<file path="src/rtl/ab_policy_monitor.sv">
// A->B handshake policy monitor: flags B without A, repeated A and B timeout.
// Optional AB_MONITOR_EDIT_COUNT_EN adds enforcer edit counting (A/B_ctp_in, edit_count).
module ab_policy_monitor #(
  parameter int MAX_TICKS = 5,
  parameter int CNT_W     = 8
) (
  input  logic             clk,
  input  logic             reset_n,
  input  logic             A_ctp_final,
  input  logic             B_ctp_final,
`ifdef AB_MONITOR_EDIT_COUNT_EN
  input  logic             A_ctp_in,
  input  logic             B_ctp_in,
`endif
  input  logic             clear,
  output logic             violation,
  output logic [1:0]       viol_code,
  output logic             viol_sticky,
  output logic [CNT_W-1:0] viol_count,
`ifdef AB_MONITOR_EDIT_COUNT_EN
  output logic [CNT_W-1:0] edit_count,
`endif
  output logic [1:0]       state_out
);

  localparam int TICK_W = $clog2(MAX_TICKS + 1);
  localparam logic [TICK_W-1:0] TICK_LAST = TICK_W'(MAX_TICKS - 1);

  localparam logic [1:0] CODE_NONE     = 2'b00;
  localparam logic [1:0] CODE_B_NO_A   = 2'b01;
  localparam logic [1:0] CODE_A_REPEAT = 2'b10;
  localparam logic [1:0] CODE_TIMEOUT  = 2'b11;

  typedef enum logic [1:0] {
    IDLE   = 2'b00,
    WAIT_B = 2'b01
  } state_t;

  state_t              state_reg, state_next;
  logic [TICK_W-1:0]   tick_reg, tick_next;
  logic [1:0]          flag_code_next;
  logic                violation_reg;
  logic [1:0]          viol_code_reg;
  logic                viol_sticky_reg;
  logic [CNT_W-1:0]    viol_count_reg, viol_count_next, viol_count_base;

  always_comb begin
    state_next     = state_reg;
    tick_next      = tick_reg;
    flag_code_next = CODE_NONE;
    case (state_reg)
      IDLE: begin
        if (B_ctp_final) begin
          flag_code_next = CODE_B_NO_A;
        end else if (A_ctp_final) begin
          state_next = WAIT_B;
          tick_next  = '0;
        end
      end
      WAIT_B: begin
        if (B_ctp_final) begin
          state_next = IDLE;
          tick_next  = '0;
        end else if (A_ctp_final) begin
          flag_code_next = CODE_A_REPEAT;
          state_next     = IDLE;
          tick_next      = '0;
        end else if (tick_reg == TICK_LAST) begin
          flag_code_next = CODE_TIMEOUT;
          state_next     = IDLE;
          tick_next      = '0;
        end else begin
          tick_next = tick_reg + TICK_W'(1);
        end
      end
      default: begin
        state_next = IDLE;
        tick_next  = '0;
      end
    endcase
  end

  // A clear in the same cycle as a violation zeroes first, then counts the new event.
  always_comb begin
    viol_count_base = clear ? '0 : viol_count_reg;
    viol_count_next = viol_count_base;
    if (flag_code_next != CODE_NONE && viol_count_base != {CNT_W{1'b1}})
      viol_count_next = viol_count_base + CNT_W'(1);
  end

  always_ff @(posedge clk or negedge reset_n) begin
    if (!reset_n) begin
      state_reg       <= IDLE;
      tick_reg        <= '0;
      violation_reg   <= 1'b0;
      viol_code_reg   <= CODE_NONE;
      viol_sticky_reg <= 1'b0;
      viol_count_reg  <= '0;
    end else begin
      state_reg       <= state_next;
      tick_reg        <= tick_next;
      violation_reg   <= (flag_code_next != CODE_NONE);
      if (flag_code_next != CODE_NONE)
        viol_code_reg <= flag_code_next;
      else if (clear)
        viol_code_reg <= CODE_NONE;
      viol_sticky_reg <= (flag_code_next != CODE_NONE) | (viol_sticky_reg & ~clear);
      viol_count_reg  <= viol_count_next;
    end
  end

  assign violation   = violation_reg;
  assign viol_code   = viol_code_reg;
  assign viol_sticky = viol_sticky_reg;
  assign viol_count  = viol_count_reg;
  assign state_out   = state_reg;

`ifdef AB_MONITOR_EDIT_COUNT_EN
  logic [CNT_W-1:0] edit_count_reg, edit_count_next, edit_count_base;
  logic             edit_seen;

  always_comb begin
    edit_seen       = (A_ctp_in != A_ctp_final) || (B_ctp_in != B_ctp_final);
    edit_count_base = clear ? '0 : edit_count_reg;
    edit_count_next = edit_count_base;
    if (edit_seen && edit_count_base != {CNT_W{1'b1}})
      edit_count_next = edit_count_base + CNT_W'(1);
  end

  always_ff @(posedge clk or negedge reset_n) begin
    if (!reset_n)
      edit_count_reg <= '0;
    else
      edit_count_reg <= edit_count_next;
  end

  assign edit_count = edit_count_reg;
`endif

endmodule

</file>
<file path="config.mk">
export PLATFORM = sky130hd
export DESIGN_NAME = ab_policy_monitor
export DESIGN_NICKNAME = d
export VERILOG_FILES = /design/src/rtl/ab_policy_monitor.sv
export SDC_FILE = /design/constraint.sdc
export NUM_CORES = 1
export LEC_CHECK = 0
export CAP_MARGIN = 30
export CORE_MARGIN = 3
export CORE_UTILIZATION = 53
export CTS_CLUSTER_DIAMETER = 150
export CTS_CLUSTER_SIZE = 20
export DETAILED_ROUTE_END_ITERATION = 16
export PLACE_DENSITY = 0.8
export SYNTH_ARGS = -nofsm -noshare
export SYNTH_HDL_FRONTEND = slang
export SYNTH_SLANG_ARGS = --single-unit
export TNS_END_PERCENT = 1
</file>
<file path="constraint.sdc">
create_clock -name clk -period 3.24 [get_ports clk]
set_input_delay 0.648 -clock clk [delete_from_list [all_inputs] [get_ports clk]]
set_output_delay 0.648 -clock clk [all_outputs]
set_load 0.03 [all_outputs]
</file>
==> results by stage <==
Floorplanning:
- In this run the horizontal extent of the chip is 47.9 um.
- The standard cell core area is about 1600 sq um.
- The die covers roughly 2300 sq um.
- The row count is 14.
- 19 I/O pins were placed.
- The initial standard-cell utilization of the core is slightly below 60%.
- The height of the die is roughly 48 um.

Clock network:
- The maximum clock insertion buffer count is 2.
- In this run, post-CTS repair resized a total of 0 instances.
- The cell at the root of the clock tree is sky130_fd_sc_hd__clkbuf_4.
- TritonCTS built the clock tree.
- CTS saw 16 sinks.
- Buffers added to address setup during post-CTS repair amount to 0.
- The quantity of hold-fixing buffers added after cts is 0.
- Clock-pin slew was measured on the worst setup and hold paths at approximately 0.090 ns.
- Clock latency on the worst-skew pair, taken at its later pin, is 0.28 ns.
- Clock tree synthesis inserted a total of 3 buffers.
- The H-tree depth reported by CTS is 1.

Global route:
- The met1 track demand over resource in global routing is roughly a quarter.
- The initial antenna violation count was 0.
- For met2 alone, demand over resource in global routing was around 25%.
- The most crowded layer after global routing is met1.
- The total overflow left after global routing is 0.
- The global-route wire length before repair is 2860 um.
- The met3 track utilization from global routing is approximately 3.4%.
- The via count of the first global-routing pass is between 600 and 700.
- The pin count of the biggest net entering global routing is 17.
- In the global route stage, overall resource usage came out at between 10% and 20%.

Setup path:
- The capturing point of the worst reg2reg path is viol_count[1]$_DFF_PN0_.
- Along the worst path, the maximum fanout reaches 13.
- The kind of capture point of the worst setup path is a register.
- The cell family contributing the most delay on the critical path is simple AND/OR/NAND/NOR gates.
- Together, buffers and inverters on the worst path number 1.
- The cell with the largest stage delay on the worst path is sky130_fd_sc_hd__clkdlybuf4s50_1.
- The largest single stage delay on the critical path is around 0.60 ns.
- The startpoint type of the worst setup path is a primary input.
- STA puts the critical path data required time at ~3.4 ns.
- The depth of the worst register-to-register path is 6.
- The launch point of the worst reg-to-reg path is viol_count[1]$_DFF_PN0_.
- The setup check on the worst reg-to-reg path leaves a slack of around 1.3 ns.
- The critical path in this run is classified as primary input to register.
- The critical path goes through clkdlybuf4s50_1, nor2b_1, ha_1, nand4b_4, nor4_4, nor2_2, mux2_4.
- For the worst setup path, the data arrival time is 2.73 ns.

Placement:
- The final estimated routing congestion in global placement is between 0.8 and 0.9.
- The HPWL after detailed placement is roughly 1300 um.
- In this run the tool buffered the top-level ports with 17 buffer cells.

Power and ir drop:
- The sequential share of power is between 50% and 60%.
- In this run the power density over the cells is approximately 380 nW/um^2.
- The analysis attributes to cell leakage a power of ~0.0005 uW.
- Across the VDD grid, the largest voltage drop is 0.258 mV.
- For this design the total switching power over the nets is about 130 uW.
- Net switching is a little under a third of the power.
- The design internal power is a little under 300 uW.
- The clock network accounts for between 20% and 30% of the total power.
- The total power is ~430 uW.
- The share of total power dissipated in combinational logic is ~23%.

Min path:
- The endpoint of the worst hold path is viol_sticky$_DFF_PN0_.
- Along the worst hold path, the cell count comes to 2.
- The path class of the tightest hold or removal check is register to register.
- In this run the most critical hold path is launched from viol_sticky$_DFF_PN0_.

Synthesis:
- In this run, synthesis inferred 0 flip-flops with an integrated enable.
- The fraction of registers with async set or reset after synthesis is 100%.
- Ranked by instance count, the synthesized netlist is headed by sky130_fd_sc_hd__dfrtp_1, sky130_fd_sc_hd__inv_1, sky130_fd_sc_hd__nand2_1, sky130_fd_sc_hd__nand2b_1, sky130_fd_sc_hd__nor2b_1.
- Synthesis handed over a netlist of between 90 and 100 instances.
- The most instantiated flip-flop cell in the synthesis netlist is sky130_fd_sc_hd__dfrtp_1.
- The mean post-synth cell area is roughly 10 sq um.
- Synthesis produced a netlist with a net count of 99.
- After synthesis, the netlist uses 36 different library cells.
- The post-synthesis instance area is just over 900 sq um.
- Summed over all instances, the cell type with the most area after synthesis is sky130_fd_sc_hd__dfrtp_1.
- After synthesis, the largest area contributor takes up between 40% and 50% of total cell area.
- The fraction of the yosys area taken by sequential cells is a little over two fifths.
- Yosys printed 0 warnings.
- The library cell with the highest instance count after synthesis is sky130_fd_sc_hd__dfrtp_1.
- The synthesized design contains 16 register bits.
- Sorting the synthesized cells by area gives the leading types as sky130_fd_sc_hd__dfrtp_1, sky130_fd_sc_hd__ha_1, sky130_fd_sc_hd__nand2b_1.

Cells and area:
- The area added between synthesis and finish is 20.1%.
- The register with the most flip-flops in the layout has 8 of them.
- The final layout net count is between 100 and 150.
- The share of final-layout standard cells stronger than drive strength 1 is between 10% and 20%.
- The final antenna diode count is 0.

Routing:
- The average wire per standard cell is around 14 um.
- The final route contains 686 vias.
- For this block, the initial DRC count from the detailed router was 7.
- The detail route stage leaves a number of antenna-violating nets equal to 0.
- The detail-routed via count per cell is 5.58.
- The number of remaining DRC errors is 0.
- The length of the first detailed-routing pass in iterations is 4.
- The wire length after detailed routing is about 1700 um.

STA:
- Dividing the final minimum period by the clock period gives 78.8%.
- The fmax is about 400 MHz.
- The minimum clock period after layout is 2.55 ns.
- The final number of hold-violating endpoints is 0.
- For the final database, setup skew stands at 0.00443 ns.
- Setup violations remaining at the end of the flow were counted as 0.
- The number of pins with negative max-slew slack in the final report came to 0.
- The final sum of negative setup slack is 0 ns.
- Setup repair after global routing left no endpoint under its margin.
- At the pin with the least slew margin, the transition time is approximately 0.69 ns.
- The remaining max-slew budget at the tightest pin is a little over half.

Job:
- The number of max-cap violations is 0.

Run status:
- The run finished with clean final reports.
metal layers:
metal  routed length (um)  vias to the layer above
met5                    0                        -
met4                   59                        0
met3                   60                        9
met2                  714                       24
met1                  854                      311
li1                     -                      342
power groups by stage:
stage / clock (uW) / combinational, uW / sequential, uW
after floorplan: 0 / 44.3 / 246
after global placement: 0 / 97.2 / 228
after detailed placement: 0 / 99.5 / 228
after CTS: 111 / 99.3 / 224
after global routing: 117 / 107 / 226
final: 104 / 98.5 / 224
worst reg2reg max path, cell delays in order, from the launching register on:
cell                       delay, ns
sky130_fd_sc_hd__dfrtp_1        0.38
sky130_fd_sc_hd__nor2b_1        0.23
sky130_fd_sc_hd__ha_1           0.26
sky130_fd_sc_hd__nand4b_4       0.14
sky130_fd_sc_hd__nor4_4         0.40
sky130_fd_sc_hd__nor2_2         0.09
sky130_fd_sc_hd__mux2_4         0.30
cell type report:
cell class / count / area, sq um
Clock buffer: 3 / 22.5
Tap cell: 16 / 20.0
Timing Repair Buffer: 17 / 170
Fill cell: 139 / 462
Sequential cell: 16 / 400
Multi-Input combinational cell: 64 / 475
Inverter: 7 / 26.3
kinds of logic after synthesis:
group	Yosys count	synth area share (%)
fa+ha+maj	3	4.04
other cells	1	0.404
xor+xnor	5	4.72
compound gates	15	11.3
buf+inv	11	5.66
flops	16	43.1
simple gates	36	25.7
mux	4	4.99
cell usage in the layout, fill, tap and decap left out, types with 2 or more instances in the layout:
cell and instances:
sky130_fd_sc_hd__clkdlybuf4s50_1 17, sky130_fd_sc_hd__dfrtp_1 16, sky130_fd_sc_hd__inv_1 7, sky130_fd_sc_hd__nand2b_1 6, sky130_fd_sc_hd__nand2_1 6, sky130_fd_sc_hd__nor2b_1 5
sky130_fd_sc_hd__nor2_1 4, sky130_fd_sc_hd__xnor2_1 4, sky130_fd_sc_hd__o21ai_0 4, sky130_fd_sc_hd__nor3_1 3, sky130_fd_sc_hd__a21oi_1 3, sky130_fd_sc_hd__ha_1 3
sky130_fd_sc_hd__clkbuf_4 3, sky130_fd_sc_hd__mux2i_1 2, sky130_fd_sc_hd__nand3_1 2, sky130_fd_sc_hd__a22oi_1 2
worst max path at each step:
stage | from | endpoint | slack [ns] | cells past startpoint
2_1_floorplan | clear | viol_count[1]$_DFF_PN0_ | 1.03 | 7
3_3_place_gp | clear | viol_count[1]$_DFF_PN0_ | 0.50 | 7
3_5_place_dp | clear | viol_count[1]$_DFF_PN0_ | 0.40 | 7
4_1_cts | clear | viol_count[1]$_DFF_PN0_ | 0.71 | 7
5_1_grt | clear | viol_count[1]$_DFF_PN0_ | 0.53 | 7
6_report | clear | viol_count[1]$_DFF_PN0_ | 0.69 | 7
through the flow:
| stage | hold WS, ns | instance area [sq um] | setup WS [ns] | util (%) | instances |
|---|---|---|---|---|---|
| floorplan | 0.352 | 928 | 1.03 | - | 91 |
| global placement | 0.511 | 1090 | 0.504 | 69.3 | 120 |
| detailed placement | 0.520 | 1090 | 0.399 | 69.3 | 120 |
| CTS | 0.534 | 1110 | 0.710 | 70.7 | 123 |
| global route | 0.561 | 1110 | 0.533 | 70.7 | 123 |
| finish | 0.530 | 1110 | 0.687 | 70.7 | 123 |
No activity file was read; power rests on OpenSTA's default activity.
==> variant (same flow settings) <==
Change the parameter `CNT_W` from 8 to 6.
--- a/src/rtl/ab_policy_monitor.sv
+++ b/src/rtl/ab_policy_monitor.sv
@@ -3,5 +3,5 @@
 module ab_policy_monitor #(
   parameter int MAX_TICKS = 5,
-  parameter int CNT_W     = 8
+  parameter int CNT_W     = 6
 ) (
   input  logic             clk,
Ports: changed (resized viol_count); port bits go from 19 to 17. The function was not compared with the original's and may differ.
==> variant against the original RTL <==
- power increased by 0.37%
- critical endpoint unchanged
- routed wire length is 9.7% lower
- die area is 12% lower
- area after synthesis is 14% lower
- sequential cell count down 2
- worst setup slack improved by 140 ps
- sequential power decreased by 9.8%
- non-clock buffer count down 2
- final area shrank 13%
- maximum frequency up 5.6%
- highest routed layer unchanged
- worst hold slack got worse by 50 ps
- combinational power is 9% higher
- first-iteration DRC count is 29% lower
==> variant: results (changes against the original RTL) <==
- Max FFs per register: 6 (was 8)
- Maximum number of pins on one net before global-route repair: 15 (was 17)
- The highest net fanout along the worst path was 7 (was 13).
- Post-detailed-routing wire length: 1.53 mm (was 1.69 mm)
* Router iterations before antenna repair: 4 (unchanged)
* Synth area leaders: sky130_fd_sc_hd__dfrtp_1 44%, sky130_fd_sc_hd__ha_1 4.7%, sky130_fd_sc_hd__inv_1 3.3% (was sky130_fd_sc_hd__dfrtp_1 43%, sky130_fd_sc_hd__ha_1 4.0%, sky130_fd_sc_hd__nand2b_1 4.0%)
* HPWL after detailed placement: 1.13 mm (was 1.29 mm)
* Port-buffer cells: 15 (was 17)
* Weighted congestion reported at the end of routability-driven placement: 0.896 (was 0.804)
* Worst slew margin relative to its limit: 59.9% (was 54.0%)
- The overall track demand over capacity in global routing was 18.0% (was 17.7%).
- The sequential area share after synthesis is 43.9% (was 43.1%).
- Clock tree root driver cell: sky130_fd_sc_hd__clkbuf_4 (unchanged)
- DRC marker count from the first detailed-route iteration: 5 (was 7)
- Post-synthesis net count: 87 (was 99)
* Number of nets in the layout: 103 (was 117)
- Number of cells on the worst reg-to-reg path: 5 (was 6)
* List of most frequent post-synthesis cells: 14 x sky130_fd_sc_hd__dfrtp_1, 7 x sky130_fd_sc_hd__inv_1, 6 x sky130_fd_sc_hd__nand2_1, 6 x sky130_fd_sc_hd__nor2_1 (was 16 x sky130_fd_sc_hd__dfrtp_1, 7 x sky130_fd_sc_hd__inv_1, 6 x sky130_fd_sc_hd__nand2_1, 6 x sky130_fd_sc_hd__nand2b_1, 5 x sky130_fd_sc_hd__nor2b_1)
- The delay of the slowest cell on the worst path came to 540 ps (was 600 ps).
- The instance area after placement was 930 um^2 (was 0.00109 mm^2).
- Hold Path Cell Cnt: 1 (was 2)
- The maximum VDD drop was 0.414 mV (was 0.258 mV).
- The worst slack at placement came to 578 ps (was 399 ps).
* Leakage component of the power: 0.401 nW (was 0.500 nW)
* Top delay family on crit path: buffers and inverters (was simple AND/OR/NAND/NOR gates)
- Worst-case clock skew: 5.58 ps (was 4.43 ps)
* WP data arrival: 2580 ps (was 2730 ps)
- Layout filler cell count: 94 (was 139)
- The number of distinct library cells after synthesis was 33 (was 36).
- Run status: finished, final reports clean (unchanged).
* Number of global-route vias before repair: 569 (was 655)
* Ratio of cells with drive above 1 in the final layout: 9.57% (was 10.3%)
[variant: changes by cell type after synthesis, sizes merged, moves of 2 or more]
cell | unedited run | this run
nand2b | 6 | 1
a311oi | 0 | 2
nor3 | 3 | 0
nand3 | 2 | 4
nor4 | 2 | 0
nor2b | 7 | 2
a22oi | 2 | 0
dfrtp | 16 | 14
[variant: path summary, 6_finish.rpt]
kind / startpoint / to / slack (ps)
setup reg to reg: viol_count[0] / viol_count[1] / 1370
hold / removal: viol_sticky / viol_sticky / 480
setup / recovery: clear / viol_count[1] / 820
hold reg to reg: viol_sticky / viol_sticky / 480
max in group asynchronous: reset_n / viol_count[5] / 2100
min in group asynchronous: reset_n / state_out[0] / 740
[variant: logic make-up after synthesis]
family                     after synthesis  share of synthesized area, %
and+or+nand+nor                         24                          15.4
AOI/OAI and AO/OA                       19                          18.2
xor gates and xnor gates                 4                          5.33
buffers and inverters                   11                          7.99
muxes                                    3                          4.08
adders and majority gates                3                          4.70
other                                    1                         0.470
DFF                                     14                          43.9
[variant: area by class of cell]
| class | instances | share of cell area, % |
|---|---|---|
| Sequential cell | 14 | 36.3 |
| Clock buffer | 4 | 3.76 |
| Inverter | 7 | 2.72 |
| Multi-Input combinational cell | 54 | 39.8 |
| Tap cell | 15 | 1.94 |
| Timing Repair Buffer | 15 | 15.5 |
[variant: through the flow]
step / cells / utilization (%)
after floorplan: 79 / -
after global placement: 105 / 68.9
after global routing: 109 / 71.5
after CTS: 109 / 71.5
final: 109 / 71.5
after detailed placement: 105 / 68.9
[variant: metal layers]
metal	part of all wire, %	GRT usage, %
met3	9.6	8.76
met1	43	21.9
met4	1.6	5.26
met5	0	0
met2	46	28.1
[variant: where the power goes]
group          switching (mW)  internal [mW]
logic                  0.0609         0.0457
registers              0.0129          0.189
clock network          0.0513         0.0684
